File: config.mk
export PLATFORM = sky130hd
export DESIGN_NAME = decode_queue
export DESIGN_NICKNAME = d
export VERILOG_FILES = /design/src/rtl/decode_queue.sv
export SDC_FILE = /design/constraint.sdc
export NUM_CORES = 1
export LEC_CHECK = 0
export ABC_CLOCK_PERIOD_IN_PS = 6400
export CELL_PAD_IN_SITES_DETAIL_PLACEMENT = 1
export CELL_PAD_IN_SITES_GLOBAL_PLACEMENT = 2
export CORE_MARGIN = 2
export CORE_UTILIZATION = 31
export CTS_CLUSTER_DIAMETER = 200
export DETAILED_ROUTE_END_ITERATION = 8
export GPL_ROUTABILITY_DRIVEN = 0
export PLACE_DENSITY = 0.89
export SYNTH_ARGS = -nofsm -noshare
export SYNTH_HDL_FRONTEND = slang
export SYNTH_SLANG_ARGS = --single-unit
File: constraint.sdc
create_clock -name clk -period 6.4 [get_ports clk]
set_input_delay 1.6 -clock clk [delete_from_list [all_inputs] [get_ports clk]]
set_output_delay 1.6 -clock clk [all_outputs]
set_load 0.005 [all_outputs]
File: src/rtl/decode_queue.sv
// Instruction-decode stage for the turtle CPU. Raw words are classified as they arrive and
// buffered in a circular FIFO; the head entry's fields are presented to the execute stage.
//
//   state   | meaning
//   EMPTY   | occupancy == 0, out_valid low, all field outputs forced to 0
//   PARTIAL | 0 < occupancy < DEPTH, accepting and presenting
//   FULL    | occupancy == DEPTH, in_ready low even while popping
module decode_queue #(
    parameter int INSTR_WIDTH = 16,
    parameter int DEPTH       = 2,
    parameter int CNT_WIDTH   = 8
) (
    input  logic                         clk,
    input  logic                         rst,
    input  logic                         flush_i,
    input  logic                         in_valid,
    output logic                         in_ready,
    input  logic [INSTR_WIDTH-1:0]       in_instr,
    output logic                         out_valid,
    input  logic                         out_ready,
    output logic                         out_is_branch,
    output logic [2:0]                   out_cond,
    output logic [2:0]                   out_opcode,
    output logic [3:0]                   out_func,
    output logic [3:0]                   out_reg_addr,
    output logic [INSTR_WIDTH-9:0]       out_data_imm,
    output logic [INSTR_WIDTH-5:0]       out_addr_imm,
    output logic                         out_illegal,
    output logic [$clog2(DEPTH+1)-1:0]   occupancy,
    output logic [CNT_WIDTH-1:0]         illegal_count
);

    localparam int OCC_W = $clog2(DEPTH + 1);
    localparam int PTR_W = (DEPTH > 1) ? $clog2(DEPTH) : 1;

    localparam logic [2:0] OP_ALU_IMM  = 3'b000;
    localparam logic [2:0] OP_ALU      = 3'b001;
    localparam logic [2:0] OP_REG_MEM  = 3'b010;
    localparam logic [2:0] OP_JUMP_IMM = 3'b100;
    localparam logic [2:0] OP_JUMP_REG = 3'b111;
    localparam logic [3:0] FUNC_MEM_MAX = 4'b0100;

    logic [INSTR_WIDTH-1:0] word_mem [DEPTH];
    logic                   ill_mem  [DEPTH];

    logic [PTR_W-1:0]     wr_ptr_q, wr_ptr_d;
    logic [PTR_W-1:0]     rd_ptr_q, rd_ptr_d;
    logic [OCC_W-1:0]     occ_q, occ_d;
    logic [CNT_WIDTH-1:0] ill_cnt_q, ill_cnt_d;

    logic                   push;
    logic                   pop;
    logic                   in_illegal;
    logic [INSTR_WIDTH-1:0] head_word;
    logic                   head_illegal;

    function automatic logic [PTR_W-1:0] ptr_inc(input logic [PTR_W-1:0] p);
        if (p == PTR_W'(DEPTH - 1)) begin
            return '0;
        end
        return p + 1'b1;
    endfunction

    // Branch words are always legal; reg/mem only defines LOAD..SET (func 0..4).
    function automatic logic decode_illegal(input logic [INSTR_WIDTH-1:0] w);
        logic [2:0] op;
        logic [3:0] fn;
        logic       ill;
        op  = w[3:1];
        fn  = w[7:4];
        ill = 1'b0;
        if (!w[0]) begin
            case (op)
                OP_ALU_IMM, OP_ALU, OP_JUMP_IMM, OP_JUMP_REG: ill = 1'b0;
                OP_REG_MEM:                                   ill = (fn > FUNC_MEM_MAX);
                default:                                      ill = 1'b1;
            endcase
        end
        return ill;
    endfunction

    assign in_illegal = decode_illegal(in_instr);
    assign in_ready   = (occ_q < OCC_W'(DEPTH)) && !flush_i;
    assign out_valid  = (occ_q != '0);
    assign push       = in_valid && in_ready;
    assign pop        = out_valid && out_ready;
    assign occupancy  = occ_q;

    always_comb begin
        wr_ptr_d  = wr_ptr_q;
        rd_ptr_d  = rd_ptr_q;
        occ_d     = occ_q;
        ill_cnt_d = ill_cnt_q;
        if (flush_i) begin
            wr_ptr_d = '0;
            rd_ptr_d = '0;
            occ_d    = '0;
        end else begin
            if (push) begin
                wr_ptr_d = ptr_inc(wr_ptr_q);
            end
            if (pop) begin
                rd_ptr_d = ptr_inc(rd_ptr_q);
            end
            if (push && !pop) begin
                occ_d = occ_q + 1'b1;
            end else if (pop && !push) begin
                occ_d = occ_q - 1'b1;
            end
        end
        if (push && in_illegal && (ill_cnt_q != '1)) begin
            ill_cnt_d = ill_cnt_q + 1'b1;
        end
    end

    always_ff @(posedge clk or posedge rst) begin
        if (rst) begin
            wr_ptr_q  <= '0;
            rd_ptr_q  <= '0;
            occ_q     <= '0;
            ill_cnt_q <= '0;
        end else begin
            wr_ptr_q  <= wr_ptr_d;
            rd_ptr_q  <= rd_ptr_d;
            occ_q     <= occ_d;
            ill_cnt_q <= ill_cnt_d;
        end
    end

    // Storage needs no reset: reads are masked while the queue is empty.
    always_ff @(posedge clk) begin
        if (push) begin
            word_mem[wr_ptr_q] <= in_instr;
            ill_mem[wr_ptr_q]  <= in_illegal;
        end
    end

    assign illegal_count = ill_cnt_q;

    always_comb begin
        head_word    = '0;
        head_illegal = 1'b0;
        if (out_valid) begin
            head_word    = word_mem[rd_ptr_q];
            head_illegal = ill_mem[rd_ptr_q];
        end
    end

    assign out_is_branch = head_word[0];
    assign out_cond      = head_word[3:1];
    assign out_opcode    = head_word[3:1];
    assign out_func      = head_word[7:4];
    assign out_reg_addr  = head_word[11:8];
    assign out_data_imm  = head_word[INSTR_WIDTH-1:8];
    assign out_addr_imm  = head_word[INSTR_WIDTH-1:4];
    assign out_illegal   = head_illegal;

endmodule

==> results <==
- The run finished with clean final reports.
- The maximum number of pins on one net before global-route repair is 19.
- Subtracting the final worst setup slack from the clock period gives 4.32 ns.
- The number of cells traversed by the worst register-to-register path is 3.
- Summed over all layers, the global routing overflow is 0.
- The die extent in x is 86.5 microns.
- The final setup violation count is 0.
- The number of hold violations in the final report is 0.
- The gate count after technology mapping is 163.
- Detailed placement ended at an HPWL of 3070 microns.
- The critical path goes through clkdlybuf4s50_1, nor2_1, clkdlybuf4s50_1.
- The row count is 30.
- The die covers 7480 sq um.
- The type of the tightest min-delay check is reg2reg.
- Counting every sink on the clock net gives 46.
- The netlist uses 27 different library cells.
- The worst setup path is launched from an input port.
- OpenSTA, run right after detailed placement, puts the worst setup slack at 2.06 ns.
- The number of nets with antenna violations after detailed routing is 0.
- The Yosys step of the flow raised 0 warnings.
- The startpoint identified for the worst hold timing path is illegal_count[0]$_DFFE_PP0P_.
- IR analysis of the VDD net gives a maximum drop of 130 uV.
- STA classifies the critical path endpoint as a primary output.
- Of the synthesized area, sequential elements account for 0.626.
- The clock edge transition at the registers on the reported setup and hold paths is 0.08 ns.
- The setup TNS is 0 ns.
- The clock root buffer master is clkbuf_8.
- The final wirelength is 4160 microns.
- In this run the static leakage power is 1.01 nW.
- STA puts the critical path data arrival time at 2.72 ns.
- In this run the tightest slew margin relative to its limit is 0.225.
- The total of max-cap violations is 0.
- The initial utilization of the core area, before any placement, comes to 0.316.
- The largest fanout on the critical path is 6.
- The number of clock buffers added by TritonCTS is 5.
- In the global route stage, overall resource usage came out at 0.115.
- The area used by sequential logic in the layout is 1320 sq um.
- The number of top-level pins is 69.
- The max-slew violation count is 0.
- The mean cell area of the mapped netlist is 12.9 sq um.
- The count of fill cells added during filler insertion is 723.
- The initial antenna violation count is 0.
- The most frequent standard cell in the layout excluding fill and tap cells is clkdlybuf4s50_1.
- The hold buffer count at CTS is 0.
- For this run, the post-layout net count is 237.
- Counting stages on the worst path, the most repeated cell is clkdlybuf4s50_1.
- After floorplanning, the core was sized to cover 6680 sq um.
- The vertical die dimension is 86.5 microns.
- Data on the critical path is required at its endpoint by 4.80 ns.
- The worst register-to-register path has a setup slack of 3.99 ns.
- TritonCTS built the clock tree.
- The ratio of cells with drive above 1 in the final layout is 0.0509.
- Counting every net in the synthesized netlist gives 185.
- The count of vias placed by the detailed router is 1,352.
- The largest single stage delay on the critical path is 0.50 ns.
- The transition at the pin with the smallest max-transition slack is 1.16 ns.
- The cell area reported after detailed placement is 2730 sq um.
- For this run, the top clock speed supported by timing is 231 MHz.
- The via count of the first global-routing pass was 1,384.
- For the worst-skew pair, the clock arrives at the later sink with an insertion delay of 0.29 ns.
- The critical path class is in2out.
- The flop and latch count out of synthesis is 46.
- The detailed-route wire length per cell is 14.1 microns.
- The top cell types in the final layout, fill and taps aside, are clkdlybuf4s50_1, edfxtp_1, nor2_1, mux2i_1, dfrtp_1.
- The cell depth of the worst hold path is 1.
- The number of DRC markers after the initial detailed-route iteration is 51.
- The slowest stage of the critical path belongs to the cell clkdlybuf4s50_1.
- From synthesis to final layout, the design area changed by 34.7%.
- The worst hold path endpoint is illegal_count[0]$_DFFE_PP0P_.
- The number of buffers on the longest clock path is 2.
- The iteration count of the initial detailed-routing pass is 4.
- In this run the critical register-to-register path is launched from occupancy[1]$_DFFE_PP0P_.
- In the routed design, unresolved DRC markers number 0.
- The power density of the placed cells is 253 nW/um^2.
- The number of post-CTS setup repair buffers is 0.
- For the final database, setup skew stands at 0.00417 ns.
- The post-CTS resize count is 0.
- The average via count per standard cell is 4.57.
- The number of levels in the clock H-tree is 2.
- Setup slack on the critical path of the routed design comes to 2.08 ns.
- The repair_antennas step left the layout with diodes totalling 0.
- The first global-routing pass estimated 6730 microns of wire.
- The dominant delay contributor by cell family on the critical path is buffers and inverters.
- The area of all placed cells without fillers is 2840 sq um.
- In the final layout, the multi-input gates occupy 619 sq um.
- The part of the cycle the worst path needs is 0.676.
- The post-synthesis instance area is 2110 sq um.
- The number of buffers and inverters on the critical path is 2.
- Setup repair after global routing left no endpoint under its margin.
- The worst register-to-register path ends at ill_mem[0]$_DFFE_PP_.
- The count of buffers from port buffering is 68.
-- through the flow --
stage	power [mW]	util	std cells	hold slack (ns)
after floorplan	0.438	-	163	0.501
after global placement	0.513	0.409	288	0.513
after CTS	0.732	0.425	296	0.539
final	0.718	0.425	296	0.531
after global routing	0.755	0.425	296	0.574
after detailed placement	0.518	0.409	288	0.523
-- synthesized netlist by cell type --
cell type / instances / area (sq um)
xor2_1: 3 / 26.3
nor2b_1: 3 / 18.8
nand3_1: 5 / 25.0
dfrtp_1: 12 / 300
mux2_1: 4 / 45.0
nand2_1: 6 / 22.5
ha_1: 1 / 12.5
a21oi_1: 3 / 15.0
and2_1: 1 / 6.26
clkbuf_1: 1 / 3.75
nor2_1: 26 / 97.6
nand4_1: 4 / 25.0
buf_4: 19 / 143
nor4b_2: 1 / 15.0
nor3b_1: 1 / 7.51
nor2b_2: 1 / 8.76
nand2b_1: 3 / 18.8
mux2i_1: 18 / 180
buf_2: 3 / 15.0
o211a_1: 1 / 10.0
and3_1: 3 / 18.8
edfxtp_1: 34 / 1020
a211oi_1: 1 / 7.51
xnor2_1: 3 / 26.3
inv_1: 3 / 11.3
a211oi_4: 1 / 20.0
o21ai_0: 2 / 10.0
-- power breakdown --
| part | internal [mW] | switching, mW | total (mW) |
|---|---|---|---|
| Sequential | 0.343 | 0.0232 | 0.367 |
| Clock | 0.116 | 0.0929 | 0.209 |
| Combinational | 0.0873 | 0.0548 | 0.142 |
-- sequential cells by signal (all words and copies together) (netlist names) --
signal         flops
illegal_count      8
occupancy          2
ill_mem            2
rd_ptr_q           1
word_mem          32
wr_ptr_q           1
-- kinds of logic (layout without fill, tap and decap cells) --
family	Yosys count	count (layout)	synth area share
AOI/OAI and AO/OA	8	8	0.0296
xor gates and xnor gates	6	6	0.0249
adders and majority gates	1	1	0.00593
buffers and inverters	26	79	0.0818
DFF	46	46	0.626
muxes	22	22	0.107
and+or+nand+nor	54	54	0.125
-- how the worst max path moves through the flow --
stage	start	endpoint	slack, ns	cells after the start
after floorplan	in_valid	ill_mem[0]$_DFFE_PP_	3.08	4
after global placement	flush_i	in_ready	2.07	3
after detailed placement	flush_i	in_ready	2.06	3
after CTS	flush_i	in_ready	2.06	3
after global routing	flush_i	in_ready	2.01	3
final	flush_i	in_ready	2.08	3
-- final cells by class --
type,count,share of cell area
flip-flops and latches,46,0.465
clock buffers,6,0.0255
clock inverters,2,0.0132
inverters,3,0.00396
well taps,80,0.0352
multi-input cells,91,0.218
repair buffers,68,0.239
-- metal layers --
metal	vias up	part of all wire	global-route usage
li1	656	-	-
met1	658	0.43	0.149
met2	36	0.52	0.192
met3	2	0.045	0.0305
met4	0	0.0034	0.0298
met5	-	0	0
Note: power is estimated with default switching activity, not from simulation.
